--- src/rtl/mc_ctrl_pkg.sv ---
// Shared definitions for the multicycle MIPS-lite control unit:
// opcodes, FSM state encoding, datapath mux encodings and the control bundle.
package mc_ctrl_pkg;

  // Opcodes (instr[31:26])
  localparam logic [5:0] OP_RTYPE = 6'b000000;
  localparam logic [5:0] OP_LW    = 6'b100011;
  localparam logic [5:0] OP_SW    = 6'b101011;
  localparam logic [5:0] OP_BEQ   = 6'b000100;
  localparam logic [5:0] OP_NORI  = 6'b001101;
  localparam logic [5:0] OP_JAL   = 6'b000011;
  localparam logic [5:0] OP_JSP   = 6'b010010;

  // FSM states, one per datapath step
  typedef enum logic [3:0] {
    S_FETCH  = 4'd0,
    S_DECODE = 4'd1,
    S_EXEC_R = 4'd2,
    S_EXEC_I = 4'd3,
    S_RWB    = 4'd4,
    S_MEMADR = 4'd5,
    S_MEMRD  = 4'd6,
    S_MEMWB  = 4'd7,
    S_MEMWR  = 4'd8,
    S_BRANCH = 4'd9,
    S_JUMP   = 4'd10,
    S_JSP_RD = 4'd11,
    S_JSP_PC = 4'd12
  } state_e;

  // ALU B-operand select
  localparam logic [1:0] SRCB_REGB    = 2'b00;
  localparam logic [1:0] SRCB_FOUR    = 2'b01;
  localparam logic [1:0] SRCB_IMM     = 2'b10;
  localparam logic [1:0] SRCB_IMM_SH2 = 2'b11;

  // ALU operation class
  localparam logic [1:0] ALUOP_ADD   = 2'b00;
  localparam logic [1:0] ALUOP_SUB   = 2'b01;
  localparam logic [1:0] ALUOP_FUNCT = 2'b10;
  localparam logic [1:0] ALUOP_NORI  = 2'b11;

  // Next-PC source select
  localparam logic [1:0] PCSRC_ALU    = 2'b00;
  localparam logic [1:0] PCSRC_ALUOUT = 2'b01;
  localparam logic [1:0] PCSRC_JUMP   = 2'b10;
  localparam logic [1:0] PCSRC_MDR    = 2'b11;

  // Every datapath control driven by the FSM, decoded from the state
  typedef struct packed {
    logic       pcwrite;
    logic       pcwritecond;
    logic       iord;
    logic       memread;
    logic       memwrite;
    logic       irwrite;
    logic       memtoreg;
    logic       regdest;
    logic       regwrite;
    logic       alusrca;
    logic       jal;
    logic       jsp;
    logic [1:0] alusrcb;
    logic [1:0] aluop;
    logic [1:0] pcsource;
  } ctrl_t;

  // True for the seven opcodes this control unit sequences
  function automatic logic is_legal_op(input logic [5:0] opc);
    case (opc)
      OP_RTYPE, OP_LW, OP_SW, OP_BEQ,
      OP_NORI, OP_JAL, OP_JSP: is_legal_op = 1'b1;
      default:                 is_legal_op = 1'b0;
    endcase
  endfunction

  // True for states whose completion retires an instruction
  function automatic logic is_last_state(input state_e s);
    case (s)
      S_RWB, S_MEMWB, S_MEMWR,
      S_BRANCH, S_JUMP, S_JSP_PC: is_last_state = 1'b1;
      default:                    is_last_state = 1'b0;
    endcase
  endfunction

endpackage

--- src/rtl/mc_ctrl_decode.sv ---
// Moore output decode: maps the current FSM state onto the datapath control
// bundle. Purely combinational; the only extra input is the R-type/nori flag
// captured in DECODE, which selects the write-back destination register.
module mc_ctrl_decode
  import mc_ctrl_pkg::*;
(
  input  state_e i_state,
  input  logic   i_rwb_rtype,
  output ctrl_t  o_ctrl
);

  // Decode state into datapath enables and mux selects
  always_comb begin
    // NOTE: every field defaults to 0 before the case so no path through the
    // block leaves an output unassigned, which would otherwise infer a latch.
    o_ctrl = '0;
    case (i_state)
      S_FETCH: begin
        o_ctrl.memread  = 1'b1;
        o_ctrl.irwrite  = 1'b1;
        o_ctrl.pcwrite  = 1'b1;
        o_ctrl.alusrcb  = SRCB_FOUR;
        o_ctrl.aluop    = ALUOP_ADD;
        o_ctrl.pcsource = PCSRC_ALU;
      end
      S_DECODE: begin
        // Precompute the branch target into ALUOut
        o_ctrl.alusrcb = SRCB_IMM_SH2;
      end
      S_EXEC_R: begin
        o_ctrl.alusrca = 1'b1;
        o_ctrl.alusrcb = SRCB_REGB;
        o_ctrl.aluop   = ALUOP_FUNCT;
      end
      S_EXEC_I: begin
        o_ctrl.alusrca = 1'b1;
        o_ctrl.alusrcb = SRCB_IMM;
        o_ctrl.aluop   = ALUOP_NORI;
      end
      S_RWB: begin
        o_ctrl.regwrite = 1'b1;
        o_ctrl.regdest  = i_rwb_rtype;
      end
      S_MEMADR: begin
        o_ctrl.alusrca = 1'b1;
        o_ctrl.alusrcb = SRCB_IMM;
      end
      S_MEMRD: begin
        o_ctrl.memread = 1'b1;
        o_ctrl.iord    = 1'b1;
      end
      S_MEMWB: begin
        o_ctrl.regwrite = 1'b1;
        o_ctrl.memtoreg = 1'b1;
      end
      S_MEMWR: begin
        o_ctrl.memwrite = 1'b1;
        o_ctrl.iord     = 1'b1;
      end
      S_BRANCH: begin
        o_ctrl.alusrca     = 1'b1;
        o_ctrl.aluop       = ALUOP_SUB;
        o_ctrl.pcwritecond = 1'b1;
        o_ctrl.pcsource    = PCSRC_ALUOUT;
      end
      S_JUMP: begin
        // Jump and link: PC <- target, $ra <- return address
        o_ctrl.pcwrite  = 1'b1;
        o_ctrl.pcsource = PCSRC_JUMP;
        o_ctrl.jal      = 1'b1;
        o_ctrl.regwrite = 1'b1;
      end
      S_JSP_RD: begin
        // Read the word at $sp (address routed through the ALU)
        o_ctrl.memread = 1'b1;
        o_ctrl.iord    = 1'b1;
        o_ctrl.jsp     = 1'b1;
      end
      S_JSP_PC: begin
        // Load PC from the word just read into MDR
        o_ctrl.pcwrite  = 1'b1;
        o_ctrl.pcsource = PCSRC_MDR;
        o_ctrl.jsp      = 1'b1;
      end
      default: ;
    endcase
  end

endmodule

--- src/rtl/multicycle_control.sv ---
// Multicycle MIPS-lite control unit: Moore FSM sequencing FETCH/DECODE/
// EXECUTE/MEM/WB, a retired-instruction counter, and an optional memory
// wait/timeout mechanism enabled by defining MULTICYCLE_CONTROL_MEM_WAIT_EN.
// All outputs are held at 0 while rst_n is low.
module multicycle_control
  import mc_ctrl_pkg::*;
#(
  parameter int OP_W  = 6,
  parameter int CNT_W = 32,
  parameter int TMO_W = 4
) (
  input  logic             clk,
  input  logic             rst_n,
  input  logic [OP_W-1:0]  op,
  input  logic             mem_ready,
  output logic             pcwrite,
  output logic             pcwritecond,
  output logic             iord,
  output logic             memread,
  output logic             memwrite,
  output logic             irwrite,
  output logic             memtoreg,
  output logic             regdest,
  output logic             regwrite,
  output logic             alusrca,
  output logic             jal,
  output logic             jsp,
  output logic [1:0]       alusrcb,
  output logic [1:0]       aluop,
  output logic [1:0]       pcsource,
  output logic             illegal_op,
  output logic             mem_err,
  output logic [CNT_W-1:0] retired
);

  state_e           r_state;
  state_e           w_next;
  state_e           w_adv;
  logic             r_rwb_rtype;
  logic [CNT_W-1:0] r_retired;
  logic [5:0]       w_op;
  ctrl_t            w_ctrl;
  logic             w_stall;
  logic             w_timeout;
  logic             w_retire;
  logic             w_illegal;

  assign w_op = 6'(op);

`ifdef MULTICYCLE_CONTROL_MEM_WAIT_EN
  localparam logic [TMO_W-1:0] TMO_MAX = '1;

  logic             w_mem_state;
  logic [TMO_W-1:0] r_tmo;

  // States that talk to memory and must wait for mem_ready
  assign w_mem_state = (r_state == S_FETCH)  || (r_state == S_MEMRD) ||
                       (r_state == S_MEMWR)  || (r_state == S_JSP_RD);
  // A ready response on the final waiting cycle beats the timeout
  assign w_timeout   = w_mem_state && !mem_ready && (r_tmo == TMO_MAX);
  assign w_stall     = w_mem_state && !mem_ready && !w_timeout;

  // Count consecutive waiting cycles; clear whenever the state is left
  always_ff @(posedge clk) begin
    if (!rst_n) begin
      r_tmo <= '0;
    end else if (w_stall) begin
      r_tmo <= r_tmo + TMO_W'(1);
    end else begin
      r_tmo <= '0;
    end
  end
`else
  logic w_unused;

  // Memory always completes in one cycle; mem_ready has no effect
  assign w_timeout = 1'b0;
  assign w_stall   = 1'b0;
  assign w_unused  = mem_ready | (TMO_W < 1);
`endif

  assign w_illegal = (r_state == S_DECODE) && !is_legal_op(w_op);
  assign w_retire  = is_last_state(r_state) && !w_stall && !w_timeout;

  // State register, plus the R-type flag captured in DECODE for write-back
  always_ff @(posedge clk) begin
    // NOTE: sequential state uses non-blocking assignments so every register
    // updates from pre-edge values regardless of statement order.
    if (!rst_n) begin
      r_state     <= S_FETCH;
      r_rwb_rtype <= 1'b0;
    end else begin
      r_state <= w_next;
      if (r_state == S_DECODE) begin
        r_rwb_rtype <= (w_op == OP_RTYPE);
      end
    end
  end

  // Next-state logic: nominal successor, then stall/timeout overrides
  always_comb begin
    w_adv = S_FETCH;
    case (r_state)
      S_FETCH:  w_adv = S_DECODE;
      S_DECODE: begin
        case (w_op)
          OP_RTYPE:     w_adv = S_EXEC_R;
          OP_NORI:      w_adv = S_EXEC_I;
          OP_LW, OP_SW: w_adv = S_MEMADR;
          OP_BEQ:       w_adv = S_BRANCH;
          OP_JAL:       w_adv = S_JUMP;
          OP_JSP:       w_adv = S_JSP_RD;
          default:      w_adv = S_FETCH;
        endcase
      end
      S_EXEC_R: w_adv = S_RWB;
      S_EXEC_I: w_adv = S_RWB;
      S_RWB:    w_adv = S_FETCH;
      S_MEMADR: w_adv = (w_op == OP_LW) ? S_MEMRD : S_MEMWR;
      S_MEMRD:  w_adv = S_MEMWB;
      S_MEMWB:  w_adv = S_FETCH;
      S_MEMWR:  w_adv = S_FETCH;
      S_BRANCH: w_adv = S_FETCH;
      S_JUMP:   w_adv = S_FETCH;
      S_JSP_RD: w_adv = S_JSP_PC;
      S_JSP_PC: w_adv = S_FETCH;
      default:  w_adv = S_FETCH;
    endcase

    w_next = w_adv;
    if (w_stall) begin
      w_next = r_state;
    end
    if (w_timeout) begin
      w_next = S_FETCH;
    end
  end

  // Retired-instruction counter, wraps naturally at 2^CNT_W
  always_ff @(posedge clk) begin
    if (!rst_n) begin
      r_retired <= '0;
    end else if (w_retire) begin
      r_retired <= r_retired + CNT_W'(1);
    end
  end

  mc_ctrl_decode u_decode (
    .i_state     (r_state),
    .i_rwb_rtype (r_rwb_rtype),
    .o_ctrl      (w_ctrl)
  );

  // Output stage: drive decoded controls, forced to 0 while reset is held
  always_comb begin
    pcwrite     = 1'b0;
    pcwritecond = 1'b0;
    iord        = 1'b0;
    memread     = 1'b0;
    memwrite    = 1'b0;
    irwrite     = 1'b0;
    memtoreg    = 1'b0;
    regdest     = 1'b0;
    regwrite    = 1'b0;
    alusrca     = 1'b0;
    jal         = 1'b0;
    jsp         = 1'b0;
    alusrcb     = 2'b00;
    aluop       = 2'b00;
    pcsource    = 2'b00;
    illegal_op  = 1'b0;
    mem_err     = 1'b0;
    retired     = '0;
    if (rst_n) begin
      pcwrite     = w_ctrl.pcwrite;
      pcwritecond = w_ctrl.pcwritecond;
      iord        = w_ctrl.iord;
      memread     = w_ctrl.memread;
      memwrite    = w_ctrl.memwrite;
      irwrite     = w_ctrl.irwrite;
      memtoreg    = w_ctrl.memtoreg;
      regdest     = w_ctrl.regdest;
      regwrite    = w_ctrl.regwrite;
      alusrca     = w_ctrl.alusrca;
      jal         = w_ctrl.jal;
      jsp         = w_ctrl.jsp;
      alusrcb     = w_ctrl.alusrcb;
      aluop       = w_ctrl.aluop;
      pcsource    = w_ctrl.pcsource;
      illegal_op  = w_illegal;
      mem_err     = w_timeout;
      retired     = r_retired;
    end
  end

endmodule

--- config.mk ---
export PLATFORM = sky130hd
export DESIGN_NAME = multicycle_control
export DESIGN_NICKNAME = d
export VERILOG_FILES = /design/src/rtl/mc_ctrl_pkg.sv /design/src/rtl/mc_ctrl_decode.sv /design/src/rtl/multicycle_control.sv
export SDC_FILE = /design/constraint.sdc
export NUM_CORES = 1
export LEC_CHECK = 0
export ABC_CLOCK_PERIOD_IN_PS = 3700
export CORE_MARGIN = 1
export CORE_UTILIZATION = 52
export DETAILED_ROUTE_END_ITERATION = 6
export PLACE_DENSITY = 0.91
export SYNTH_ARGS = -nofsm -noshare
export SYNTH_HDL_FRONTEND = slang
export SYNTH_SLANG_ARGS = --single-unit
export TNS_END_PERCENT = 30
--- constraint.sdc ---
create_clock -name clk -period 3.7 [get_ports clk]
set_clock_uncertainty 0.1 [all_clocks]
set_input_delay 0.37 -clock clk [delete_from_list [all_inputs] [get_ports clk]]
set_output_delay 0.37 -clock clk [all_outputs]
set_load 0.02 [all_outputs]
==> flow_metrics.tcl <==
set metrics [dict create \
    status "finished with violations" \
    violations "DRC" \
    cts_root_buf "clkbuf_8" \
    grt_max_degree 30 \
    min_path_cells 2 \
    hp-class "flop to flop" \
    slew_viol_final 0 \
    htreeDepth 2 \
    startpoint_type "primary input" \
    powerDensity_mw_per_mm2 289 \
    dpl_cell_area_mm2 0.00305 \
    mostFrequentLayoutCells "58 x clkdlybuf4s50_1, 40 x nor2_1, 37 x dfxtp_1" \
    final_common_cell "clkdlybuf4s50_1" \
    antenna_found_initial 0 \
    leakage_nw 1.05 \
    grt_overflow_total 0 \
    syn_avg_cell_area_um2 7.48 \
    cp_top_family "buffers and inverters" \
    cp_cell_sequence "clkdlybuf4s50_1, clkinv_1, nor4_1, clkdlybuf4s50_1" \
    grt_pass1_wl_um 10500 \
    postCtsSetupBuffers 0 \
    synthFlopType "dfxtp_1" \
    row_count 24 \
    cts_made_buffers 5 \
    yosysSeqAreaShare 0.298 \
    endpoint_kind "output pin" \
    ant_nets 0 \
    hp-start "r_rwb_rtype" \
    crit_required_ps 3230 \
    min_period_ps 3060 \
    reg2reg_from "r_state[2]" \
    clk_latency_ps 300 \
    power_uw 920 \
    hold_violations 0 \
    synth_area_mm2 0.00248 \
    path_clk_slew_ps 80 \
    setup_violations 0 \
    combPwrFrac 0.090 \
    pin_count 61 \
    tritoncts "yes" \
    clock-sinks 37 \
    drc_errors 5 \
    fin_nets 385 \
    rsz0062_at_grt "no" \
    fillCellCount 366 \
    tightest_slew_ps 849 \
    area_growth_pct 28.2 \
    yosysUniqueCellTypes 49 \
    crit_type "primary input to output pin" \
    dieHeight_um 71.1 \
    internal-power_uw 704 \
    place.gp.congestion 0.943 \
    vias 2538 \
    holdPathEnd "r_rwb_rtype" \
    switching_power_uw 216 \
    period_share 0.827 \
    max-cap-violations 0 \
    power_frac_clock 0.468 \
    reg2reg_to "r_retired[28]" \
    drive_gt1_frac 0.0479 \
    grt_usage 0.258 \
    initial_core_util 0.555 \
    clock_path_buffers 2 \
    port_buffers 58 \
    critPathMaxFanout 15 \
    hpwl_um 4160 \
    synthesis.nets 342 \
    critPathMaxStageDelay_ps 730 \
    wl_um 6090 \
    vdd_drop_max_v 0.000205 \
    tns_ps 0 \
    synth_seq_cells 37 \
    r2r_slack_ps 1040 \
    cts_resized 0 \
    fin_area_mm2 0.00319 \
    synth-async-reset-ratio 0 \
    core_area_mm2 0.00447 \
    crit_slowest_cell "clkdlybuf4s50_1" \
    vias_per_cell 5.93 \
    syn_inst 332 \
    cp_num_buf_inv 3 \
    antenna-diode-count 0 \
    maxSlewHeadroom 0.434 \
    r2r.worst_path.cells 5 \
    fmax_ghz 0.327 \
    synth_edf_count 0 \
    first_pass_iters 7 \
    p_seq_frac 0.442 \
    netSwitchingFraction 0.235 \
    synth_warnings 0 \
    grt_pass1_vias 2321 \
    post_drt_wl_per_cell_um 14.2 \
    arrival_ps 2590 \
    cp_common_cell "clkdlybuf4s50_1" \
    holdWs_ps 364 \
    die_x_um 71.1 \
    hold_buffers 0 \
    dieArea_mm2 0.00506 \
    drt_iter0_drc 167 \
]
-- cells in the mapped netlist, drive strengths merged (3+ instances only) --
cell type | number | share of area
and3 | 7 | 0.018
nand3 | 14 | 0.028
nor2 | 41 | 0.063
and4 | 3 | 0.011
a21oi | 16 | 0.032
and4b | 3 | 0.012
or4 | 4 | 0.012
and2 | 33 | 0.083
xor2 | 7 | 0.025
xnor2 | 21 | 0.074
nand4 | 8 | 0.020
nor2b | 6 | 0.018
nor3 | 18 | 0.036
inv | 4 | 0.0060
nand2 | 24 | 0.036
buf | 8 | 0.018
nand2b | 4 | 0.010
nor3b | 3 | 0.0091
nor4b | 3 | 0.011
o21ai | 6 | 0.012
dfxtp | 37 | 0.30
clkbuf | 18 | 0.027
nor4 | 9 | 0.023
a22oi | 5 | 0.015
or3 | 4 | 0.010
o31ai | 4 | 0.012
-- worst max path at each step --
stage	from	endpoint	cells past startpoint
6_report	rst_n	alusrcb[0]	4
5_1_grt	rst_n	alusrcb[0]	4
4_1_cts	rst_n	alusrcb[0]	4
3_5_place_dp	rst_n	alusrcb[0]	4
3_3_place_gp	rst_n	alusrca	4
2_1_floorplan	r_retired[0]	r_retired[28]	7
-- flip-flops by register name, summed over array words and instances (netlist names) --
| register | cells |
|---|---|
| r_state | 4 |
| r_rwb_rtype | 1 |
| r_retired | 32 |
-- cells by family after synthesis --
kind of cell,share of synthesized area
AO/OA/AOI/OAI,0.121
XOR/XNOR,0.0987
adder cells (fa/ha/maj),0.00503
buffers and inverters,0.0524
flip-flops,0.298
multiplexers,0.0131
other,0.00151
AND/OR/NAND/NOR,0.410
-- area by class of cell --
type	instances	area, µm²	share of cell area
Clock buffer	5	68.8	0.0216
Clock inverter	3	68.8	0.0216
Inverter	5	18.8	0.00589
Multi-Input combinational cell	264	1610	0.506
Sequential cell	37	741	0.232
Tap cell	52	65.1	0.0204
Timing Repair Buffer	62	611	0.192
-- power groups by stage --
| stage | clock network (mW) | registers [mW] | logic [mW] |
|---|---|---|---|
| 2_1_floorplan | 0 | 0.409 | 0.0593 |
| 3_3_place_gp | 0 | 0.416 | 0.0793 |
| 3_5_place_dp | 0 | 0.416 | 0.0813 |
| 4_1_cts | 0.431 | 0.407 | 0.0819 |
| 5_1_grt | 0.451 | 0.408 | 0.0896 |
| 6_report | 0.431 | 0.407 | 0.0824 |
-- tightest hold or removal path: stages (launching register included) --
cell and delay, ps:
dfxtp_1 320, nand2_1 50, a21oi_1 50
-- through the flow --
stage,setup WS (ps),std cells,utilization
3_3_place_gp,665,420,0.681
3_5_place_dp,654,420,0.681
6_report,640,428,0.712
5_1_grt,494,428,0.712
2_1_floorplan,1600,332,-
4_1_cts,655,428,0.712
-- per-layer routing --
layer	GRT usage	vias up	wire [µm]
met2	0.455	78	3130
li1	-	1247	-
met5	0	-	0
met1	0.314	1207	2620
met4	0.0778	0	68
met3	0.0556	6	272
No activity file was read; power rests on OpenSTA's default activity.
